## src/rtl/wide_add_sequencer_pkg.sv

```systemverilog
// Shared definitions for wide_add_sequencer: FSM encoding, legal width range
// and the byte-index width helper.
package wide_add_sequencer_pkg;

  localparam int BYTES_MIN = 2;
  localparam int BYTES_MAX = 8;

  typedef logic [1:0] state_t;

  localparam state_t ST_IDLE = 2'd0;
  localparam state_t ST_RUN  = 2'd1;
  localparam state_t ST_DONE = 2'd2;

  // Width of the byte index; never below one bit so the index always exists.
  function automatic int idx_width(input int bytes);
    return (bytes < 2) ? 1 : $clog2(bytes);
  endfunction

endpackage

```

## src/rtl/wide_add_sequencer_adder.sv

```systemverilog
// Legacy 8-bit ripple-carry adder (74283-pair equivalent) shared by the
// wide_add_sequencer. DELAY_RISE/DELAY_FALL annotate the gate model only.
module adder #(
  parameter int DELAY_RISE = 0,
  parameter int DELAY_FALL = 0
) (
  input  logic [7:0] a,
  input  logic [7:0] b,
  input  logic       c_in,
  output logic [7:0] sum,
  output logic       c_out
);

  logic [8:0] carry;

  // Delays are timing annotations of the original part and carry no logic.
  if ((DELAY_RISE < 0) || (DELAY_FALL < 0)) begin : g_bad_delay
    $error("adder: DELAY_RISE and DELAY_FALL must be non-negative");
  end

  assign carry[0] = c_in;

  for (genvar i = 0; i < 8; i++) begin : g_bit
    assign sum[i]     = a[i] ^ b[i] ^ carry[i];
    assign carry[i+1] = (a[i] & b[i]) | (carry[i] & (a[i] ^ b[i]));
  end

  assign c_out = carry[8];

endmodule

```

## src/rtl/wide_add_sequencer.sv

```systemverilog
// Multi-byte add/subtract sequencer: one shared 8-bit adder, one byte per
// clock, LSB first. Define WIDE_ADD_SUB_EN to add the OP_SUB subtract mode.
module wide_add_sequencer
  import wide_add_sequencer_pkg::*;
#(
  parameter int BYTES      = 4,
  parameter int DELAY_RISE = 0,
  parameter int DELAY_FALL = 0
) (
  input  logic               CLK,
  input  logic               RESET_N,
  input  logic               START,
`ifdef WIDE_ADD_SUB_EN
  input  logic               OP_SUB,
`endif
  input  logic               CARRY_IN,
  input  logic [8*BYTES-1:0] LHS,
  input  logic [8*BYTES-1:0] RHS,
  output logic               BUSY,
  output logic               DONE,
  output logic [8*BYTES-1:0] RESULT,
  output logic               CARRY_OUT,
  output logic               ZERO,
  output logic [1:0]         dbg_state
);

  localparam int W  = 8 * BYTES;
  localparam int IW = idx_width(BYTES);
  localparam logic [IW-1:0] LAST_IDX = IW'(BYTES - 1);

  if ((BYTES < BYTES_MIN) || (BYTES > BYTES_MAX)) begin : g_bad_bytes
    $error("wide_add_sequencer: BYTES out of range 2..8");
  end

  state_t        state_q;
  logic [IW-1:0] idx_q;
  logic [W-1:0]  lhs_q;
  logic [W-1:0]  rhs_q;
  logic          carry_q;
  logic [W-1:0]  result_q;
  logic          carry_out_q;
  logic          zero_q;
  logic          busy_q;
  logic          done_q;
  logic          sub_in;
  logic          sub_q;

  logic [7:0]    a_byte;
  logic [7:0]    b_byte;
  logic [7:0]    sum_byte;
  logic          c_out;
  logic [W-1:0]  result_next;

`ifdef WIDE_ADD_SUB_EN
  assign sub_in = OP_SUB;

  always_ff @(posedge CLK or negedge RESET_N) begin
    if (!RESET_N) begin
      sub_q <= 1'b0;
    end else if ((state_q == ST_IDLE) && START) begin
      sub_q <= OP_SUB;
    end
  end
`else
  assign sub_in = 1'b0;
  assign sub_q  = 1'b0;
`endif

  // Subtract is add of the inverted RHS with an inverted carry-in.
  assign a_byte = lhs_q[8*idx_q +: 8];
  assign b_byte = rhs_q[8*idx_q +: 8] ^ {8{sub_q}};

  adder #(
    .DELAY_RISE(DELAY_RISE),
    .DELAY_FALL(DELAY_FALL)
  ) u_adder (
    .a    (a_byte),
    .b    (b_byte),
    .c_in (carry_q),
    .sum  (sum_byte),
    .c_out(c_out)
  );

  // Result with the current byte merged in, so ZERO sees the full word.
  always_comb begin
    result_next = result_q;
    result_next[8*idx_q +: 8] = sum_byte;
  end

  always_ff @(posedge CLK or negedge RESET_N) begin
    if (!RESET_N) begin
      state_q     <= ST_IDLE;
      idx_q       <= '0;
      lhs_q       <= '0;
      rhs_q       <= '0;
      carry_q     <= 1'b0;
      result_q    <= '0;
      carry_out_q <= 1'b0;
      zero_q      <= 1'b0;
      busy_q      <= 1'b0;
      done_q      <= 1'b0;
    end else begin
      case (state_q)
        ST_IDLE: begin
          if (START) begin
            state_q     <= ST_RUN;
            idx_q       <= '0;
            lhs_q       <= LHS;
            rhs_q       <= RHS;
            carry_q     <= CARRY_IN ^ sub_in;
            result_q    <= '0;
            carry_out_q <= 1'b0;
            zero_q      <= 1'b0;
            busy_q      <= 1'b1;
          end
        end
        ST_RUN: begin
          result_q <= result_next;
          carry_q  <= c_out;
          if (idx_q == LAST_IDX) begin
            state_q     <= ST_DONE;
            idx_q       <= '0;
            carry_out_q <= c_out ^ sub_q;
            zero_q      <= (result_next == '0);
            busy_q      <= 1'b0;
            done_q      <= 1'b1;
          end else begin
            idx_q <= idx_q + IW'(1);
          end
        end
        ST_DONE: begin
          state_q <= ST_IDLE;
          done_q  <= 1'b0;
        end
        default: begin
          state_q <= ST_IDLE;
          busy_q  <= 1'b0;
          done_q  <= 1'b0;
        end
      endcase
    end
  end

  assign BUSY      = busy_q;
  assign DONE      = done_q;
  assign RESULT    = result_q;
  assign CARRY_OUT = carry_out_q;
  assign ZERO      = zero_q;
  assign dbg_state = state_q;

endmodule

```

## config.mk

```make
export PLATFORM = sky130hd
export DESIGN_NAME = wide_add_sequencer
export DESIGN_NICKNAME = d
export VERILOG_FILES = /design/src/rtl/wide_add_sequencer_pkg.sv /design/src/rtl/wide_add_sequencer_adder.sv /design/src/rtl/wide_add_sequencer.sv
export SDC_FILE = /design/constraint.sdc
export NUM_CORES = 1
export LEC_CHECK = 0
export CAP_MARGIN = 20
export CELL_PAD_IN_SITES_DETAIL_PLACEMENT = 1
export CELL_PAD_IN_SITES_GLOBAL_PLACEMENT = 1
export CORE_MARGIN = 2
export CORE_UTILIZATION = 40
export DETAILED_ROUTE_END_ITERATION = 8
export MAX_ROUTING_LAYER = met4
export PLACE_DENSITY = 0.81
export SYNTH_ARGS = -nofsm -noshare
export SYNTH_HDL_FRONTEND = slang
export SYNTH_SLANG_ARGS = --single-unit
```

## constraint.sdc

```tcl
create_clock -name CLK -period 10.8 [get_ports CLK]
set_input_delay 2.16 -clock CLK [delete_from_list [all_inputs] [get_ports CLK]]
set_output_delay 2.16 -clock CLK [all_outputs]
set_load 0.05 [all_outputs]
```

==> results.sh <==
export IMPL_finalPower_mw=2.32
export IMPL_post_place_ws_ns=6.04
export IMPL_clk_latency_ns=0.35
export IMPL_drt_iter0_markers=136
export IMPL_overflow=0
export IMPL_start_kind="flop"
export IMPL_buffer_ports_inserted=105
export IMPL_routed_wl_mm=12.2
export IMPL_ir_worst_vdd_uv=175
export IMPL_cp_max_fo=26
export IMPL_crit_path_end_kind="flop"
export IMPL_setup_viol=0
export IMPL_yosysUniqueCellTypes=31
export IMPL_hold_viol=0
export IMPL_fin_crit_sh=0.439
export IMPL_arrival_ns=4.98
export IMPL_dp_cells=603
export IMPL_fp_row_count=40
export IMPL_netlist_area_sq_um=4800
export IMPL_syn_nets=444
export IMPL_p_leak_nw=2.63
export IMPL_io_pins=106
export IMPL_internal_power_mw=1.30
export IMPL_cp_slowest_cell="fa_1"
export IMPL_crit_type="flop to flop"
export IMPL_postRouteAntennaNets=0
export IMPL_syn_inst=362
export IMPL_cts_sinks=105
export IMPL_fill_cells=1210
export IMPL_tritoncts="built"
export IMPL_cts_setup_buffers=0
export IMPL_area_delta_synth_final_pct=30.2
export IMPL_fin_util=0.527
export IMPL_dieArea_sq_um=12900
export IMPL_root_buffer="clkbuf_16"
export IMPL_avgViaCountPerCell=5.35
export IMPL_antenna_found_initial=0
export IMPL_rsz0062_at_grt="no"
export IMPL_relSlewSlack=0.449
export IMPL_cp_required_ns=11.04
export IMPL_p_per_area_nw_per_um2=371
export IMPL_finClkSkew_ns=0.00836
export IMPL_cpMostUsedCell="fa_1"
export IMPL_drt_first_pass_iters=4
export IMPL_yosysSeqAreaShare=0.547
export IMPL_p_switching_mw=1.02
export IMPL_clk_pin_slew_ns=0.07
export IMPL_power_frac_comb=0.559
export IMPL_yosysWarnings=0
export IMPL_ctsHoldBuffers=0
export IMPL_pwr_share_seq=0.301
export IMPL_drive_gt1_frac=0.211
export IMPL_grt_pass1_wl_mm=19.9
export IMPL_crit_buf_inv=5
export IMPL_core_sq_um=11900
export IMPL_drv_cap=0
export IMPL_r2r_setup_slack_ns=6.06
export IMPL_fp_dieW_um=114
export IMPL_avgSynthCellArea_sq_um=13.3
export IMPL_status="finished clean"
export IMPL_clk_path_buf_depth=2
export IMPL_worst_pin_slew_ns=0.827
export IMPL_track_usage=0.208
export IMPL_setup_tns_ns=0
export IMPL_die_h_um=114
export IMPL_cts_buffers_inserted=9
export IMPL_gp_congestion=0.845
export IMPL_swShare=0.441
export IMPL_slew_violations=0
export IMPL_antenna_cells=0
export IMPL_layout_common_cells="105 x dfrtp_1, 104 x clkdlybuf4s50_1, 64 x mux2_2"
export IMPL_cts_resized_gates=0
export IMPL_fmax_mhz=211
export IMPL_finish_net_count=549
export IMPL_timing_final_ws_setup_ns=6.06
export IMPL_final_common_cell="dfrtp_1"
export IMPL_initial_utilization=0.405
export IMPL_hold_class="flop to flop"
export IMPL_cpPeakStageDelay_ns=0.54
export IMPL_pwr_share_clk=0.140
export IMPL_post_route_min_period_ns=4.74
export IMPL_final_area_sq_um=6260
export IMPL_hold_slack_ns=0.486
export IMPL_vias=3298
export IMPL_grt_pass1_vias=3769
export IMPL_grt_max_degree=66
export IMPL_synth_ff_latch_count=105
export IMPL_hpwl_mm=9.07
export IMPL_htreeDepth=3
export IMPL_drc=0
export IMPL_wl_per_cell_um=19.8
export IMPL_placed_area_sq_um=5970
export IMPL_crit_chain="buf_4, mux4_2, inv_1, fa_1, fa_1, fa_1, fa_1, fa_1, inv_1, fa_1, inv_1, fa_1, fa_1, inv_1, o21ai_1, a32o_1"
export IMPL_instances_no_fill=617
export IMPL_path_delay_family="adder cells"
==> cell usage after synthesis, drive strengths merged <==
master,instances,area (sq um)
nand4b,1,8.76
nor2b,1,6.26
a32o,1,10.0
nor4,7,43.8
buf,14,97.6
clkbuf,1,3.75
dfrtp,105,2630
nor3b,2,20.0
a21o,5,37.5
nand2,38,143
nor3,2,10.0
mux2,64,721
fa,8,160
nand4bb,3,33.8
nand3,1,5.00
or3b,2,17.5
o21ai,35,175
a22o,4,35.0
nand2b,5,31.3
and4,1,8.76
mux4,16,360
o2bb2ai,1,8.76
inv,24,90.1
a21oi,10,50.1
nor2,3,11.3
nand4,2,12.5
ha,6,75.1
==> cell families (layout without fill, tap and decap cells) <==
group,count (synthesis),count (layout),share of synthesized area
simple gates,68,68,0.0732
flops,105,105,0.547
mux,80,80,0.225
buf+inv,39,147,0.0399
compound gates,56,56,0.0659
fa+ha+maj,14,14,0.0490
==> worst register-to-register path, delay by kind of cell (launching register included) <==
kind,cells,cell delay [ns]
adder cells (fa/ha/maj),8,3.04
flip-flops,1,0.36
buffers and inverters,5,0.55
multiplexers,1,0.38
AO/OA/AOI/OAI,2,0.31
==> registers in the layout, indices dropped and copies added (netlist names), 2 cells and up <==
register   count
dbg_state      2
lhs_q         32
rhs_q         32
RESULT        32
idx_q          2
==> cell type report <==
cell class	count	area, sq um	share of cell area
Clock buffer	11	243	0.0388
Tap cell	147	184	0.0294
Clock inverter	3	42.5	0.00680
Timing Repair Buffer	109	1080	0.172
Sequential cell	105	2630	0.420
Inverter	24	90.1	0.0144
Multi-Input combinational cell	218	1990	0.318
==> power groups by stage <==
stage	clock network (mW)	logic (mW)	registers, mW
floorplan	0	0.710	0.833
global placement	0	1.25	0.689
detailed placement	0	1.30	0.706
CTS	0.327	1.31	0.701
global route	0.348	1.40	0.722
finish	0.324	1.30	0.699
==> metal layers <==
layer,global-route usage,part of all wire,vias up
met5,-,0,-
met4,0.0650,0.014,0
met3,0.0303,0.041,18
met2,0.351,0.51,108
met1,0.263,0.44,1685
li1,-,-,1487
==> final timing paths <==
path                                       from                     end  cells after the start
hold / removal                 DONE$_DFFE_PN0P_        DONE$_DFFE_PN0P_                      1
min in group asynchronous               RESET_N  RESULT[27]$_DFFE_PN0P_                      1
setup reg to reg           idx_q[0]$_DFFE_PN0P_        ZERO$_DFFE_PN0P_                     16
setup / recovery           idx_q[0]$_DFFE_PN0P_        ZERO$_DFFE_PN0P_                     16
hold reg to reg                DONE$_DFFE_PN0P_        DONE$_DFFE_PN0P_                      1
max in group asynchronous               RESET_N    rhs_q[8]$_DFFE_PN0P_                      2
(Power assumes the default switching activity.)
